<file path="config.mk">
export PLATFORM = sky130hd
export DESIGN_NAME = counter_reload_arbiter
export DESIGN_NICKNAME = d
export VERILOG_FILES = /design/src/rtl/counter_reload_arbiter.sv
export SDC_FILE = /design/constraint.sdc
export NUM_CORES = 1
export LEC_CHECK = 0
export CORE_UTILIZATION = 25
export CTS_CLUSTER_SIZE = 24
export DETAILED_ROUTE_END_ITERATION = 10
export MAX_ROUTING_LAYER = met4
export PLACE_DENSITY = 0.55
export SLEW_MARGIN = 5
export SYNTH_ARGS = -nofsm -noshare
export SYNTH_HDL_FRONTEND = slang
export SYNTH_SLANG_ARGS = --single-unit
</file>
<file path="constraint.sdc">
create_clock -name clk -period 3.1 [get_ports clk]
set_clock_uncertainty 0.15 [all_clocks]
set_input_delay 0.31 -clock clk [delete_from_list [all_inputs] [get_ports clk]]
set_output_delay 0.31 -clock clk [all_outputs]
set_load 0.01 [all_outputs]
</file>
<file path="src/rtl/counter_reload_arbiter.sv">
// counter_reload_arbiter: round-robin owner selection for a shared self-reloading counter
module counter_reload_arbiter #(
   parameter int NUM_REQ = 4,
   parameter int WIDTH   = 4
) (
   input  logic                     clk,
   input  logic                     reset,
   input  logic [NUM_REQ-1:0]       req_i,
   input  logic [NUM_REQ*WIDTH-1:0] load_val_i,
   input  logic [WIDTH-1:0]         count_i,
   output logic                     load_o,
   output logic [WIDTH-1:0]         load_val_o,
   output logic [NUM_REQ-1:0]       gnt_o,
   output logic [NUM_REQ-1:0]       done_o,
   output logic                     busy_o
);
   localparam int IW = (NUM_REQ > 1) ? $clog2(NUM_REQ) : 1;
   localparam logic [WIDTH-1:0] MAX = '1;

   typedef enum logic [1:0] {IDLE, LOAD, RUN} state_t;

   state_t            state, state_d;
   logic [IW-1:0]     ptr, ptr_d, idx, idx_d, win;
   logic [WIDTH-1:0]  val_q, val_d;
   logic [WIDTH-1:0]  vals [NUM_REQ];
   logic              at_max;

   assign at_max = count_i == MAX;

   // first requester at or after ptr, wrapping; lowest rotation offset wins
   always_comb begin
      win = ptr;
      for (int i = 0; i < NUM_REQ; i++)
         vals[i] = load_val_i[i*WIDTH +: WIDTH];
      for (int i = NUM_REQ-1; i >= 0; i--)
         if (req_i[IW'((int'(ptr) + i) % NUM_REQ)]) win = IW'((int'(ptr) + i) % NUM_REQ);
   end

   // next state, grant capture at arbitration and pointer advance on completion
   always_comb begin
      state_d = state;
      ptr_d   = ptr;
      idx_d   = idx;
      val_d   = val_q;
      if (state == IDLE && |req_i) begin
         state_d = LOAD;
         idx_d   = win;
         val_d   = vals[win];
      end else if (state == LOAD) begin
         state_d = RUN;
      end else if (state == RUN && at_max) begin
         state_d = IDLE;
         ptr_d   = (idx == IW'(NUM_REQ-1)) ? '0 : idx + 1'b1;
      end
   end

   // state register; reset aborts any job in flight
   always_ff @(posedge clk or negedge reset) begin
      if (!reset) begin
         state <= IDLE;
         ptr   <= '0;
         idx   <= '0;
         val_q <= '0;
      end else begin
         state <= state_d;
         ptr   <= ptr_d;
         idx   <= idx_d;
         val_q <= val_d;
      end
   end

   assign busy_o     = state != IDLE;
   assign load_o     = state == LOAD;
   assign load_val_o = (state == LOAD) ? val_q : '0;
   assign gnt_o      = (state != IDLE) ? NUM_REQ'(1) << idx : '0;
   assign done_o     = (state == RUN && at_max) ? NUM_REQ'(1) << idx : '0;
endmodule
</file>
==> results of run 1 <==
cell usage after synthesis, drive strengths merged:
cell,instances
dfrtp,10
and2,8
nor2b,7
mux2,5
nand2,5
nor2,5
a21oi,4
ha,4
o21ai,4
a221o,3
inv,3
nand3,3
nor3b,3
a211oi,2
and2b,2
a21o,1
a221oi,1
a31o,1
clkbuf,1
mux2i,1
nand3b,1
nand4,1
nor3,1
nor4,1
o21ba,1
o21bai,1
o22ai,1
o41ai,1
or2b,1
or4,1
through the flow:
| step | utilization, % | cell area [sq um] | total power, uW | hold slack [ns] |
|---|---|---|---|---|
| finish | 44.10 | 1247 | 303.9 | 0.2137 |
| detailed placement | 42.81 | 1211 | 189.4 | 0.3541 |
| global route | 44.10 | 1247 | 320.6 | 0.2345 |
| global placement | 42.81 | 1211 | 188.9 | 0.3497 |
| floorplan | - | 770.7 | 149.7 | -0.1356 |
| CTS | 44.10 | 1247 | 309.2 | 0.2252 |
layer usage:
metal / track usage [%] / up-vias
met3: 2.948 / 0
met1: 15.89 / 359
met5: - / -
met4: 4.181 / 0
li1: - / 390
met2: 19.10 / 27
sequential cells by signal, indices dropped and copies added, names as in the netlist:
name / count
idx: 2
ptr: 2
state: 2
val_q: 4
cells by family (layout without fill, tap and decap cells):
logic type,after synthesis,in the layout,synth area share [%]
DFF,10,10,32.47
buffers and inverters,4,48,1.947
adders and majority gates,4,4,6.494
AOI/OAI and AO/OA,20,20,18.51
muxes,6,6,8.603
and+or+nand+nor,39,39,31.98
cell type report:
class,count,area (sq um)
clock buffers,4,36.28
fillers,298,1582
inverters,3,11.26
multi-input cells,69,505.5
flip-flops and latches,10,250.2
well taps,31,38.79
repair buffers,41,405.4
power by group through the flow:
stage                     clock network, uW  logic, uW  registers (uW)
final                                   117       56.4             130
after global routing                    129       61.1             130
after CTS                               122       56.7             130
after detailed placement                  0       56.5             133
after global placement                    0       56.0             133
after floorplan                           0       16.7             133
critical path, stage by stage:
cell	delay, ns
clkdlybuf4s50_1	0.45
nand4_1	0.10
nor3b_1	0.20
buf_4	0.18
and2_1	0.13
clkdlybuf4s50_1	0.53
worst paths after layout:
| path | start | end | slack [ns] | depth (start not counted) |
|---|---|---|---|---|
| min in group clk | state[1]$_DFFE_PN0P_ | state[0]$_DFFE_PN0P_ | 0.37 | 2 |
| min | reset | state[0]$_DFFE_PN0P_ | 0.21 | 1 |
| max reg2reg | ptr[1]$_DFFE_PN0P_ | val_q[3]$_DFFE_PN0P_ | 0.97 | 5 |
| min reg2reg | state[1]$_DFFE_PN0P_ | state[0]$_DFFE_PN0P_ | 0.37 | 2 |
| max in group asynchronous | reset | ptr[0]$_DFFE_PN0P_ | 2.27 | 1 |
| max | count_i[3] | done_o[2] | 0.74 | 6 |
layout by cell type, fill, tap and decap left out, types with 3 or more instances in the layout:
master and instances:
a21oi_1 4, o21ai_0 4, mux2_1 3, inv_1 3, and2_1 8, dfrtp_1 10
nor2_1 4, clkdlybuf4s50_1 39, a221o_1 3, ha_1 4, nand2_1 5, nand3_1 3
nor2b_1 7, clkbuf_4 3
==> impl_results.md, run 1 <==
- Failing checks: DRC
- Wl on met1: 917 um
- GR Overflow Total: 0
- Switching part of the total power: 21.69%
- Clk Latency, worst-skew pair: 0.26 ns
- Tmin final: 2.356 ns
- Clock sinks: 10
- WL final: 1955 um
- Vias post-DR: 776
- Post-CTS Resized: 0
- Unrepaired setup endpoints after global routing: false
- Synthesized instance count: 83
- Worst IR Drop VDD: 0.08991 mV
- Initial Util: 27.24%
- FF+latch count, synth: 10
- CTS buffer count: 3
- CP Launch Type: input pin
- Area grow syn2layout: 61.85%
- Power Dens Cells: 243.6 mW/mm^2
- Routability cong.: 0.7450
- Slew @ Worst Pin: 0.5354 ns
- Pre-CTS setup slack: 0.5436 ns
- # H-tree levels: 1
- Setup-failing EPs final: 0
- Layout Cells excl Fill: 158
- Pre-antenna DRT Iters: 7
- DR WL met3: 126 um
- Vias per cell: 4.911
- Gate power share: 18.6%
- Clk pin slew, worst setup/hold paths: 0.07 ns
- Status: finished with violations
- Data arrival time of the critical path: 1.90 ns
- Dpl hpwl: 1589 um
- Nets: 158
- I/O pin total: 40
- Met2 wire len: 912 um
- Critical Path Fanout Max: 7
- Fin crit share: 76.00%
- Internal Power: 238.0 uW
- Slew Viols, Final: 0
- Critical path class: input pin to output pin
- Final worst setup slack: 0.7440 ns
- Largest net degree at the start of global routing: 12
- DRC Markers: 2
- CTS Hold Bufs: 0
- Synth warn: 0
- Netlist cell types: 33
- Wire per inst: 12.37 um
- Share of cells above drive strength 1: 10.24%
- P_leak: 0.0005058 uW
- Critical path endpoint category: output pin
- Die ar.: 0.003309 sq mm
- Mapped cell area: 770.7 sq um
- Clock power share: 38.5%
- Reg power frac: 42.9%
- Max layer used: met3
- Number of global-route vias before repair: 700
- Root buffer cell: clkbuf_4
- Final hold vios: 0
- Slew Limit Headroom: 64.31%
- Top-area cell type share of the netlist area: 32.47%
- Max_cap viols: 0
- Placed cell count: 154
- I/O Buffers: 39
- Fmax: 424.4 MHz
- Synthesized area per cell: 9.286 sq um
- Die H: 57.53 um
- Most area-hungry cell type in the Yosys netlist: dfrtp_1
- Core Area: 0.002829 sq mm
- Worst Hold Class: input pin to async pin
- Synth top area cells: dfrtp_1, and2_1, ha_1
- Req. time, crit path: 2.64 ns
- Rows: 19
- Global-route wire length before repair: 3070 um
- ANT cells: 0
- Antenna viol nets, final: 0
- GR Util All Layers: 12.40%
- CTS tree: yes
- Seq/Total Area, Yosys: 32.47%
- 1st-iter DRT viols: 13
- Initial antenna violation count: 0
- Synth Net Count: 113
- Clock Path Buffers: 2
- Sw power: 65.91 uW
- Final TNS setup: 0 ns
- Die width: 57.53 um
- Post-CTS Repair Setup Buffers: 0
Note: power is estimated with default switching activity, not from simulation.
==> run 2: changes to the inputs <==
- clock period: 3.1 -> 2.25 ns (I/O delays scaled with it)
==> run 2 against run 1 <==
The flow still finishes with violations (DRC). Sequential share of layout area shrank 0.99 points. Final area up 5.2%. Clock power increased by 38%. Combinational power increased by 52%. Total power is 41% higher. Die area stayed put. Sequential power grew 38%. Global-route usage grew 1.3 points. Register-to-register slack got worse by 0.83 ns.
==> impl_results.md, run 2 (same netlist as run 1, synthesis figures left out) <==
- Critical path endpoint category: output pin
- Initial antenna violation count: 0 (unchanged)
- Critical Path Fanout Max: 7 (unchanged)
- Final worst setup slack: 0.09041 ns (-0.6535 ns)
- Switching part of the total power: 21.78% (+0.087 points)
- Slew @ Worst Pin: 0.4700 ns (-0.06534 ns)
- Die H: 57.53 um (unchanged)
- Rows: 19 (unchanged)
- I/O Buffers: 39 (unchanged)
- Crit-path max cell delay: 0.53 ns (about the same)
- Pre-CTS setup slack: -0.07769 ns (-0.6213 ns)
- Antenna viol nets, final: 0 (unchanged)
- Pre-antenna DRT Iters: 9 (+2)
- GR Util All Layers: 13.65% (+1.3 points)
- GR Overflow Total: 0 (unchanged)
- Wire per inst: 12.40 um (+0.20%)
- Core Area: 0.002829 sq mm (unchanged)
- Worst Hold Class: input pin to async pin
- Clock power share: 37.9% (-0.6 points)
- CP max stage cell: clkdlybuf4s50_1
- Share of cells above drive strength 1: 16.30% (+6.1 points)
- Initial Util: 27.24% (unchanged)
- Gate power share: 20.1% (+1.5 points)
- Critical-path cell list: clkdlybuf4s50_1 > nand4_1 > nor3b_2 > buf_4 > and2_1 > clkdlybuf4s50_1
- CTS buffer count: 3 (unchanged)
- Critical Path Most Common Cell: clkdlybuf4s50_1
- Nets: 166 (+5.1%)
- Sw power: 93.18 uW (+41%)
- Req. time, crit path: 1.88 ns (-0.76 ns)
- Largest register by flop count: val_q
- CP top delay family: buffers and inverters
- Largest net degree at the start of global routing: 11 (-1)
- Global-route wire length before repair: 3394 um (+11%)
- Most common cell after layout, fill and taps aside: clkdlybuf4s50_1
- Slew Viols, Final: 0 (unchanged)
- Routability cong.: 0.7074 (-5.0%)
- Power Dens Cells: 326.0 mW/mm^2 (+34%)
- Vias per cell: 4.819 (-1.9%)
- Status: finished with violations
- Worst IR Drop VDD: 0.1103 mV (+23%)
- CTS tree: yes
- Max_cap viols: 0 (unchanged)
- Reg power frac: 42.0% (-0.9 points)
- Fin crit share: 95.98%
- P_leak: 0.0005471 uW (+8.2%)
- ANT cells: 0 (unchanged)
- Die width: 57.53 um (unchanged)
- Setup-failing EPs final: 0 (unchanged)
- Clock Path Buffers: 2 (unchanged)
- Slew Limit Headroom: 68.57% (+4.3 points)
- Commonest non-fill, non-tap cells in the layout: clkdlybuf4s50_1, dfrtp_1, buf_4
- CP Launch Type: input pin
- I/O pin total: 40 (unchanged)
- Fmax: 463.1 MHz
- Internal Power: 334.7 uW (+41%)
- Dpl hpwl: 1693 um (+6.6%)
- Finished layout cell area: 0.001313 sq mm (+5.2%)
- DRC Markers: 1 (-1)
- Area grow syn2layout: 70.29%
- CP bufs+invs: 3 (unchanged)
- Clock sinks: 10 (unchanged)
- Final TNS setup: 0 ns (unchanged)
- 1st-iter DRT viols: 28 (+15)
- Final hold vios: 0 (unchanged)
- Root buffer cell: clkbuf_4
- Clk Latency, worst-skew pair: 0.26 ns (about the same)
- Max reg flops: 4 (unchanged)
- Critical path class: input pin to output pin
- Clk pin slew, worst setup/hold paths: 0.07 ns (about the same)
- Number of global-route vias before repair: 769 (+9.9%)
- WL final: 2058 um (+5.3%)
- # H-tree levels: 1 (unchanged)
- Failing checks: DRC
- Die ar.: 0.003309 sq mm (unchanged)
- Tmin final: 2.160 ns
- Vias post-DR: 800 (+3.1%)
- Area of placed instances: 0.001271 sq mm (+5.0%)
- Data arrival time of the critical path: 1.78 ns (-0.12 ns)
==> run 2: cell count changes in the layout (fill, tap and decap cells not counted) <==
cell     before  now
buf_4         2   10
nor3b_1       2    1
nor3b_2       1    2
==> run 2: routing by layer <==
metal / part of all wire (%) / vias up / wire (um) / track usage (%)
li1: - / 408 / - / -
met1: 46 / 367 / 949 / 16.53
met5: 0 / - / 0 / -
met4: 0.39 / 0 / 8 / 4.181
met3: 5.8 / 2 / 120 / 3.628
met2: 48 / 23 / 979 / 22.09
==> run 2: timing repair <==
item                                    in CTS  in global routing
endpoints found under the hold margin        0                  0
resized for setup                            0                  1
buffers inserted                             0                  0
endpoints found under the setup margin       0                  4
hold buffers                                 0                  0
==> run 2: area by class of cell <==
class                      instances  area [sq um]
clock buffer                       4         36.28
fill                             285          1516
inverter                           3         11.26
multi-input combinational         69         510.5
sequential                        10         250.2
tap                               31         38.79
timing repair buffer              49         465.4
==> run 2: worst paths after layout <==
path / cells after the start / start / slack, ns / end
worst max-delay path: 6 / count_i[2] / 0.09 / done_o[2]
worst min-delay path: 1 / reset / 0.13 / val_q[2]$_DFFE_PN0P_
worst max register to register: 5 / ptr[1]$_DFFE_PN0P_ / 0.14 / val_q[1]$_DFFE_PN0P_
worst min register to register: 1 / val_q[1]$_DFFE_PN0P_ / 0.37 / val_q[1]$_DFFE_PN0P_
max in group asynchronous: 1 / reset / 1.50 / state[1]$_DFFE_PN0P_
min in group clk: 1 / val_q[1]$_DFFE_PN0P_ / 0.37 / val_q[1]$_DFFE_PN0P_
==> run 2: power groups by stage <==
stage | clock network (uW) | registers, uW | logic [uW]
4_1_cts | 169 | 180 | 86.6
2_1_floorplan | 0 | 183 | 23.0
6_report | 162 | 180 | 85.9
5_1_grt | 178 | 180 | 93.2
3_5_place_dp | 0 | 183 | 85.9
3_3_place_gp | 0 | 183 | 85.0
==> run 2: through the flow <==
step / util [%] / instances / hold WS (ns) / total power [uW]
2_1_floorplan: - / 83 / -0.2206 / 206.2
3_3_place_gp: 44.94 / 162 / 0.3488 / 268.2
3_5_place_dp: 44.94 / 162 / 0.3597 / 269.1
4_1_cts: 46.22 / 166 / 0.1468 / 434.8
5_1_grt: 46.40 / 166 / 0.1692 / 450.7
6_report: 46.40 / 166 / 0.1307 / 427.9
==> run 2: worst register-to-register path: stages, from the launching register on <==
cell and delay (ns):
dfrtp_1 0.45, nor3b_1 0.43, nor4_4 0.07, nor2_2 0.23, mux2_1 0.35, a221o_1 0.32
==> run 3: changes to the inputs <==
- SLEW_MARGIN: 5 -> not set
==> results of run 3 <==
The final DEF is identical to that of run 2; final timing and power are the same.
